<file path="config.mk">
export PLATFORM = sky130hd
export DESIGN_NAME = rca_serial_add_sched
export DESIGN_NICKNAME = d
export VERILOG_FILES = /design/src/rtl/rca_sched_pkg.sv /design/src/rtl/rca_serial_add_sched_fa4_slice.sv /design/src/rtl/rca_serial_add_sched.sv
export SDC_FILE = /design/constraint.sdc
export NUM_CORES = 1
export LEC_CHECK = 0
export ABC_AREA = 1
export ABC_CLOCK_PERIOD_IN_PS = 6500
export CAP_MARGIN = 40
export CORE_MARGIN = 2
export CORE_UTILIZATION = 53
export DETAILED_ROUTE_END_ITERATION = 8
export PLACE_DENSITY = 0.93
export SLEW_MARGIN = 20
export SYNTH_ARGS = -nofsm -noshare
export SYNTH_HDL_FRONTEND = slang
export SYNTH_SLANG_ARGS = --single-unit
</file>
<file path="constraint.sdc">
create_clock -name clk -period 6.5 [get_ports clk]
set_input_delay 0.65 -clock clk [delete_from_list [all_inputs] [get_ports clk]]
set_output_delay 0.65 -clock clk [all_outputs]
set_load 0.02 [all_outputs]
</file>
<file path="src/rtl/rca_sched_pkg.sv">
// Shared types and constants for the nibble-serial adder sequencer.
`timescale 1ns/1ps
package rca_sched_pkg;

   localparam int SLICE_W = 4;

   typedef enum logic [1:0] {
      IDLE = 2'd0,
      RUN  = 2'd1,
      DONE = 2'd2
   } state_t;

endpackage

</file>
<file path="src/rtl/rca_serial_add_sched_fa4_slice.sv">
// fa4_slice: combinational 4-bit ripple-carry adder. Four single-bit full-adder
// cells are chained, and the carry ripples from bit 0 up to bit 3.
`timescale 1ns/1ps
module fa4_slice
   import rca_sched_pkg::*;
(
   input  logic [SLICE_W-1:0] a4,
   input  logic [SLICE_W-1:0] b4,
   input  logic               ci,
   output logic [SLICE_W-1:0] s4,
   output logic               co
);

   logic [SLICE_W:0] c_w;

   assign c_w[0] = ci;

   // One full-adder cell per bit, with the carry chained to the next cell.
   for (genvar i = 0; i < SLICE_W; i++) begin : g_fa
      assign s4[i]    = a4[i] ^ b4[i] ^ c_w[i];
      assign c_w[i+1] = (a4[i] & b4[i]) | (c_w[i] & (a4[i] ^ b4[i]));
   end

   assign co = c_w[SLICE_W];

endmodule

</file>
<file path="src/rtl/rca_serial_add_sched.sv">
// rca_serial_add_sched: WIDTH-bit add done one nibble per clock through a single
// 4-bit ripple slice. The carry between nibbles is held in a register.
// Optional macro SUB_EN adds the op_sub port. When op_sub is 1, the block
// computes a - b by capturing ~b and forcing the carry-in to 1.
//
//  state | meaning
//  IDLE  | waiting for operands, in_ready high
//  RUN   | one nibble added per cycle, idx selects the nibble
//  DONE  | result held, out_valid high until out_ready
`timescale 1ns/1ps
module rca_serial_add_sched
   import rca_sched_pkg::*;
#(
   parameter int WIDTH = 16
)
(
   input  logic             clk,
   input  logic             rst_n,
   input  logic             in_valid,
   output logic             in_ready,
   input  logic [WIDTH-1:0] a,
   input  logic [WIDTH-1:0] b,
   input  logic             cin,
`ifdef SUB_EN
   input  logic             op_sub,
`endif
   output logic             out_valid,
   input  logic             out_ready,
   output logic [WIDTH-1:0] sum,
   output logic             cout,
   output logic             busy
);

   localparam int NSLICE = WIDTH / SLICE_W;
   localparam int IDX_W  = (NSLICE > 1) ? $clog2(NSLICE) : 1;
   localparam logic [IDX_W-1:0] IDX_LAST = IDX_W'(NSLICE - 1);

   state_t             state_q;
   logic [WIDTH-1:0]   a_q;
   logic [WIDTH-1:0]   b_q;
   logic [WIDTH-1:0]   sum_q;
   logic               carry_q;
   logic               cout_q;
   logic [IDX_W-1:0]   idx_q;
   logic [IDX_W-1:0]   idx_d;
   logic               sub_w;
   logic [WIDTH-1:0]   b_d;
   logic               carry_d;
   logic [SLICE_W-1:0] slice_s;
   logic               slice_co;

`ifdef SUB_EN
   assign sub_w = op_sub;
`else
   assign sub_w = 1'b0;
`endif

   // When subtracting, capture the inverted b and a forced carry-in of 1.
   // Together these form the two's-complement negation of b.
   assign b_d     = sub_w ? ~b : b;
   assign carry_d = sub_w | cin;
   assign idx_d   = idx_q + 1'b1;

   fa4_slice u_slice (
      .a4 (a_q[SLICE_W*idx_q +: SLICE_W]),
      .b4 (b_q[SLICE_W*idx_q +: SLICE_W]),
      .ci (carry_q),
      .s4 (slice_s),
      .co (slice_co)
   );

   // Sequencer: capture the operands, step through the nibbles, then hold the result.
   always_ff @(posedge clk or negedge rst_n) begin
      if (!rst_n) begin
         state_q <= IDLE;
         a_q     <= '0;
         b_q     <= '0;
         sum_q   <= '0;
         carry_q <= 1'b0;
         cout_q  <= 1'b0;
         idx_q   <= '0;
      end else begin
         case (state_q)
            IDLE: begin
               if (in_valid) begin
                  a_q     <= a;
                  b_q     <= b_d;
                  carry_q <= carry_d;
                  idx_q   <= '0;
                  sum_q   <= '0;
                  state_q <= RUN;
               end
            end
            RUN: begin
               sum_q[SLICE_W*idx_q +: SLICE_W] <= slice_s;
               carry_q <= slice_co;
               if (idx_q == IDX_LAST) begin
                  cout_q  <= slice_co;
                  state_q <= DONE;
               end else begin
                  idx_q <= idx_d;
               end
            end
            DONE: begin
               if (out_ready) state_q <= IDLE;
            end
            default: state_q <= IDLE;
         endcase
      end
   end

   assign in_ready  = (state_q == IDLE);
   assign out_valid = (state_q == DONE);
   assign busy      = (state_q == RUN);
   assign sum       = sum_q;
   assign cout      = cout_q;

endmodule

</file>
* Word-level counts from Yosys, hierarchy flattened *
Cells that the tools add are included.

word-level totals
  register bits = 54
  latch bits = 0
  RAM bits = 0
  memory bits (read-only) = 0
  bits of input ports = 37
  output and inout bits = 20
  logic and storage cells = 59
  memories kept = 0

operators by class
  $add $sub $neg = 2
  multiply operators = 0
  div/mod/pow operators = 0
  magnitude comparators = 0
  eq/ne operators = 7
  shift operators = 4
  muxes and demuxes = 12
  bitwise operators = 20
  reductions and logical operators = 7

operators by type and width
  cell                       number
  $neg A4 Y34                1
  $shift A4 B34 Y16 const A  1
  $shiftx A4 B34 Y16         1
  $pmux W16 S2               1
  $shiftx A16 B5 Y4          2
  $bwmux W16                 1
  $mux W16                   1
  $mux W2                    5
  $and A1 B1 Y1              8
  $xor A1 B1 Y1              8
  $pmux W2 S3                1
  $reduce_and A2 Y1          3
  $reduce_and A3 Y1          2
  $eq A2 B2 Y1 const B       2
  $ne A2 B1 Y1 const B       2
  $ne A2 B2 Y1 const B       2
  $or A1 B1 Y1               4
  $pmux W2 S2                1
  $add A2 B1 Y2 const B      1
  $eq A2 B1 Y1 const B       1
  $logic_not A2 Y1           1
  $pmux W1 S2                1
  $reduce_bool A2 Y1         1
  $mux W1                    1

* Depth between registers and ports, before layout *
  depth after elaboration = 12
  depth in mapped cells = 13
  gate-level depth less buffers = 12

* Modules after synthesis *
Synthesis repeated with hierarchy kept, for this count alone.

unflattened totals
  cell total of the unflattened synthesis = 336
  area, all modules = 2702.6 sq um

modules (own cells, without submodules)
  module                instances  cells an instance  area an instance (sq um)
  rca_serial_add_sched  1          322                2585.0
  fa4_slice             1          14                 117.6

* Worst setup path before layout *
OpenSTA, ideal clock, no wires.

  kind = reg-to-reg
  start point = register idx_q[0]
  end point = register sum_q[15] (netlist: sum[15])
  data arrival time = 2.917 ns
  slack = 3.518 ns
  cell stages (with the launch flop) = 14
  path buffers = 1
  clock period less this slack = 2.982 ns
  path through = dfrtp_1 > inv_1 > clkbuf_1 > nand2_1 > o211ai_1 > nand2_1 > fa_1 > fa_1 > fa_1 > fa_1 > nand2_1 > nor2_1 > nand2_1 > nand2_1

on the way
  longest elaborated chain between the ends = 12
  elaborated cells between the ends (all ways) = 24

RTL lines
  element                               line                                                                        source
  start, declared                       rca_serial_add_sched.sv:44                                                  logic [IDX_W-1:0] idx_q;
  start signal, assigned                rca_serial_add_sched.sv:101                                                 idx_q <= idx_d;
  $shiftx A16 B5 Y4 (on tied branches)  rca_serial_add_sched.sv:65, rca_serial_add_sched.sv:66
  $xor A1 B1 Y1                         rca_serial_add_sched_fa4_slice.sv:20, rca_serial_add_sched_fa4_slice.sv:21
  $and A1 B1 Y1                         rca_serial_add_sched_fa4_slice.sv:21                                        assign c_w[i+1] = (a4[i] & b4[i]) | (c_w[i] & (a4[i] ^ b4[i]));
  $or A1 B1 Y1                          rca_serial_add_sched_fa4_slice.sv:21
  $and A1 B1 Y1                         rca_serial_add_sched_fa4_slice.sv:21
  $or A1 B1 Y1                          rca_serial_add_sched_fa4_slice.sv:21
  $and A1 B1 Y1                         rca_serial_add_sched_fa4_slice.sv:21
  $or A1 B1 Y1                          rca_serial_add_sched_fa4_slice.sv:21
  $xor A1 B1 Y1                         rca_serial_add_sched_fa4_slice.sv:20                                        assign s4[i] = a4[i] ^ b4[i] ^ c_w[i];
  $shiftx A4 B34 Y16                    rca_serial_add_sched.sv:95                                                  sum_q[SLICE_W*idx_q +: SLICE_W] <= slice_s;
  $bwmux W16 (*)                        rca_serial_add_sched.sv:95
  $pmux W16 S2 (*)                      rca_serial_add_sched.sv:83                                                  case (state_q)
  end signal, assigned by index         rca_serial_add_sched.sv:95
  end, declared                         rca_serial_add_sched.sv:41                                                  logic [WIDTH-1:0] sum_q;

Every way passes the cells marked *; elsewhere a longest branch is shown, timed or not.
A chain may end at the register's enable or synchronous reset.

* Final worst setup path *
  start point = register idx_q[0]
  end point = register sum_q[7] (netlist: sum[7])

The elaborated chain is that of the path after synthesis.

==> impl_metrics.xml <==
<?xml version="1.0" encoding="UTF-8"?>
<metrics>
  <group name="sta">
    <metric name="number_of_failing_hold_endpoints_at_the_final_stage" unit="">0</metric>
    <metric name="slew_headroom" unit="">0.462</metric>
    <metric name="timing_max_transition_violations_final" unit="">0</metric>
    <metric name="clock_skew_after_layout" unit="ns">0.00323</metric>
    <metric name="layout_setup_ws" unit="ns">2.78</metric>
    <metric name="layout_min_cycle_time" unit="ns">3.72</metric>
    <metric name="post-route-period-util" unit="">0.572</metric>
    <metric name="grt_setup_unrepaired" unit="">no</metric>
    <metric name="setup_violations" unit="">0</metric>
    <metric name="fin_setup_tns" unit="ns">0</metric>
    <metric name="max_slew.worst_pin.slew" unit="ns">0.806</metric>
    <metric name="hold-worst-slack" unit="ns">0.331</metric>
    <metric name="max_freq" unit="MHz">269</metric>
  </group>
  <group name="worst_setup_path">
    <metric name="critPathBufInv" unit="">1</metric>
    <metric name="worstPathRequired" unit="ns">6.75</metric>
    <metric name="critPathMostFrequentCell" unit="">sky130_fd_sc_hd__nand2_1</metric>
    <metric name="crit_fanout" unit="">32</metric>
    <metric name="timing.critical_path.cells" unit="">inv_1 -&gt; nand2_1 -&gt; o211ai_1 -&gt; nand2_1 -&gt; fa_1 -&gt; fa_1 -&gt; fa_1 -&gt; fa_1 -&gt; nand2_1 -&gt; nor2_1 -&gt; nand2_1 -&gt; nand2_1</metric>
    <metric name="crit_slowest_cell" unit="">sky130_fd_sc_hd__inv_1</metric>
    <metric name="timing.critical_path.from_type" unit="">register</metric>
    <metric name="cell_family_contributing_the_most_delay_on_the_critical_path" unit="">adder cells</metric>
    <metric name="critical_path.endpoint_type" unit="">register</metric>
    <metric name="slowest_delay" unit="ns">0.68</metric>
    <metric name="timing.critical_path.arrival" unit="ns">3.97</metric>
    <metric name="critPathKind" unit="">reg -&gt; reg</metric>
  </group>
  <group name="logic_synthesis">
    <metric name="ys_ff_latch" unit="">54</metric>
    <metric name="synth_mux_area_frac" unit="">0</metric>
    <metric name="main_combinational_cell_family_by_area_after_synthesis" unit="">simple AND/OR/NAND/NOR gates</metric>
    <metric name="post_synth_inst_count" unit="">342</metric>
    <metric name="synth-compound-area-share" unit="">0.0382</metric>
    <metric name="synth.yosys.warnings" unit="">0</metric>
    <metric name="post_synth_num_cell_types" unit="">24</metric>
    <metric name="synth_area_leaders" unit="">sky130_fd_sc_hd__dfrtp_1 (49%), sky130_fd_sc_hd__nand2_1 (18%), sky130_fd_sc_hd__nand3_1 (10%)</metric>
    <metric name="synth.net_count" unit="">388</metric>
    <metric name="synth_sequential_area_ratio" unit="">0.491</metric>
    <metric name="post_synth_instance_area" unit="µm²">2750</metric>
    <metric name="post_synth_and_or_nand_nor_area_fraction" unit="">0.351</metric>
    <metric name="synth_top_cell_area_share" unit="">0.491</metric>
    <metric name="synth-xor-area-share" unit="">0</metric>
    <metric name="synthAdderAreaFrac" unit="">0.0518</metric>
    <metric name="synth_top_cell_by_area" unit="">sky130_fd_sc_hd__dfrtp_1</metric>
    <metric name="syn-mean-instance-area" unit="µm²">8.05</metric>
  </group>
  <group name="drt">
    <metric name="final_antenna_net_count" unit="">0</metric>
    <metric name="detailed_routing_iterations_pass_1" unit="">4</metric>
    <metric name="detail_route.vias_per_cell" unit="">5.19</metric>
    <metric name="wl_per_cell" unit="µm">12.6</metric>
    <metric name="postRouteWirelength" unit="µm">5800</metric>
    <metric name="detailedRoute.firstIterationViolations" unit="">135</metric>
    <metric name="route.vias.total" unit="">2389</metric>
    <metric name="remaining_drc_errors" unit="">0</metric>
  </group>
  <group name="place">
    <metric name="io_buffer_count" unit="">56</metric>
    <metric name="detailedPlacementHpwl" unit="µm">4340</metric>
    <metric name="pre_cts_slack" unit="ns">2.81</metric>
    <metric name="routability_congestion_estimate_from_global_placement" unit="">0.887</metric>
    <metric name="dp.cells" unit="">452</metric>
    <metric name="placedInstanceArea" unit="µm²">3320</metric>
  </group>
  <group name="die">
    <metric name="top_level_ports" unit="">57</metric>
    <metric name="core_region_area" unit="µm²">5070</metric>
    <metric name="core.rowCount" unit="">26</metric>
    <metric name="floorplan.die_area" unit="µm²">5790</metric>
    <metric name="initial_core_util" unit="">0.543</metric>
    <metric name="die_x" unit="µm">76.1</metric>
    <metric name="chipHeight" unit="µm">76.1</metric>
  </group>
  <group name="clocking">
    <metric name="tritoncts" unit="">yes</metric>
    <metric name="cts-htree-levels" unit="">2</metric>
    <metric name="cts.reportedPaths.clkPinSlew" unit="ns">0.09</metric>
    <metric name="cts.repair.resized" unit="">0</metric>
    <metric name="clock_insertion_delay_worst_skew" unit="ns">0.31</metric>
    <metric name="ctsLongestPathBuffers" unit="">2</metric>
    <metric name="cts_made_buffers" unit="">5</metric>
    <metric name="ctsRootBufferMaster" unit="">sky130_fd_sc_hd__clkbuf_8</metric>
    <metric name="postCtsSetupBuffers" unit="">0</metric>
    <metric name="clock_sinks" unit="">54</metric>
    <metric name="ctsHoldBuffers" unit="">0</metric>
  </group>
  <group name="grt">
    <metric name="grt_max_degree" unit="">52</metric>
    <metric name="number_of_antenna_violations_at_the_first_check_in_global_routing" unit="">0</metric>
    <metric name="globalRoute.totalOverflow" unit="">0</metric>
    <metric name="grt_pass1_vias" unit="">2392</metric>
    <metric name="grt_util_all_layers" unit="">0.215</metric>
    <metric name="grt_first_pass_wirelength" unit="µm">10200</metric>
  </group>
  <group name="layout">
    <metric name="final_util" unit="">0.676</metric>
    <metric name="mostFrequentLayoutCells" unit="">sky130_fd_sc_hd__nand2_1 (129), sky130_fd_sc_hd__nand3_1 (55), sky130_fd_sc_hd__clkdlybuf4s50_1 (55)</metric>
    <metric name="layout_cells_sized_above_1" unit="">0.0513</metric>
    <metric name="antenna_diode_count" unit="">0</metric>
    <metric name="areaGrowthSynthToFinish" unit="%">24.6</metric>
    <metric name="final_common_cell" unit="">sky130_fd_sc_hd__nand2_1</metric>
    <metric name="finish.net_count" unit="">435</metric>
    <metric name="finish.instance_area" unit="µm²">3430</metric>
    <metric name="layoutNonFillerInstCount" unit="">460</metric>
  </group>
  <group name="power_and_ir_drop">
    <metric name="peakVddDrop" unit="µV">208</metric>
    <metric name="leakage" unit="nW">1.78</metric>
    <metric name="p_per_area" unit="nW/µm²">505</metric>
    <metric name="power.total" unit="mW">1.73</metric>
  </group>
  <group name="run_status">
    <metric name="result_of_the_run" unit="">finished, final reports clean</metric>
  </group>
  <group name="min_path">
    <metric name="min_path_type" unit="">in -&gt; async</metric>
  </group>
  <group name="job">
    <metric name="maxCapViolCount" unit="">0</metric>
  </group>
</metrics>
routing by layer:
metal | vias up | global-route usage | wire length (µm)
li1 | 1185 | - | -
met1 | 1123 | 0.255 | 2530
met2 | 75 | 0.395 | 2930
met3 | 6 | 0.0438 | 277
met4 | 0 | 0.0618 | 63
met5 | - | 0 | 0
worst reg2reg max path, stage by stage (launching register included):
cell and delay, ns:
sky130_fd_sc_hd__dfrtp_1 0.56, sky130_fd_sc_hd__inv_1 0.68, sky130_fd_sc_hd__nand2_1 0.12, sky130_fd_sc_hd__o211ai_1 0.11, sky130_fd_sc_hd__nand2_1 0.10, sky130_fd_sc_hd__fa_1 0.42
sky130_fd_sc_hd__fa_1 0.40, sky130_fd_sc_hd__fa_1 0.40, sky130_fd_sc_hd__fa_1 0.52, sky130_fd_sc_hd__nand2_1 0.09, sky130_fd_sc_hd__nor2_1 0.13, sky130_fd_sc_hd__nand2_1 0.07
sky130_fd_sc_hd__nand2_1 0.06
layout make-up:
cell class              instances  area (µm²)
repair buffers                 58         583
clock inverters                 3        40.0
clock buffers                   5        68.8
multi-input cells             247        1210
well taps                      70        87.6
inverters                      23        86.3
flip-flops and latches         54        1350
fillers                       448        1640
report_power, final:
part / switching [mW] / internal, mW
Combinational: 0.563 / 0.350
Clock: 0.108 / 0.113
Sequential: 0.118 / 0.480
cell usage after synthesis:
library cell,count
sky130_fd_sc_hd__nand2_4,1
sky130_fd_sc_hd__nand4_1,2
sky130_fd_sc_hd__buf_2,6
sky130_fd_sc_hd__nor2_2,2
sky130_fd_sc_hd__nand3_4,1
sky130_fd_sc_hd__nand3_2,2
sky130_fd_sc_hd__inv_1,21
sky130_fd_sc_hd__nor2_1,26
sky130_fd_sc_hd__nor2_4,1
sky130_fd_sc_hd__nor2_8,1
sky130_fd_sc_hd__buf_4,5
sky130_fd_sc_hd__buf_1,1
sky130_fd_sc_hd__nand2_1,129
sky130_fd_sc_hd__o21ai_0,9
sky130_fd_sc_hd__ha_1,5
sky130_fd_sc_hd__o211ai_1,8
sky130_fd_sc_hd__clkinv_1,1
sky130_fd_sc_hd__nand3_1,55
sky130_fd_sc_hd__clkbuf_1,5
sky130_fd_sc_hd__dfrtp_1,54
sky130_fd_sc_hd__buf_6,1
sky130_fd_sc_hd__fa_1,4
sky130_fd_sc_hd__nor3_1,1
sky130_fd_sc_hd__inv_2,1
flip-flops by register name (all words and copies together), names as in the netlist:
register and flops:
a_q 16, b_q 16, carry_q 1, cout 1
idx_q 2, state_q 2, sum 16
worst paths after layout:
check / from / slack [ns] / endpoint / cells past startpoint
worst max-delay path: idx_q[0] / 2.78 / sum[7] / 12
worst min-delay path: rst_n / 0.33 / sum[0] / 1
worst max register to register: idx_q[0] / 2.78 / sum[7] / 12
worst min register to register: b_q[13] / 0.48 / b_q[13] / 2
max in group asynchronous: rst_n / 5.61 / b_q[7] / 2
min in group clk: b_q[13] / 0.48 / b_q[13] / 2
cell families after synthesis:
logic type,count (synthesis)
flops,54
buf+inv,41
compound gates,17
simple gates,221
fa+ha+maj,9
(Power assumes the default switching activity.)
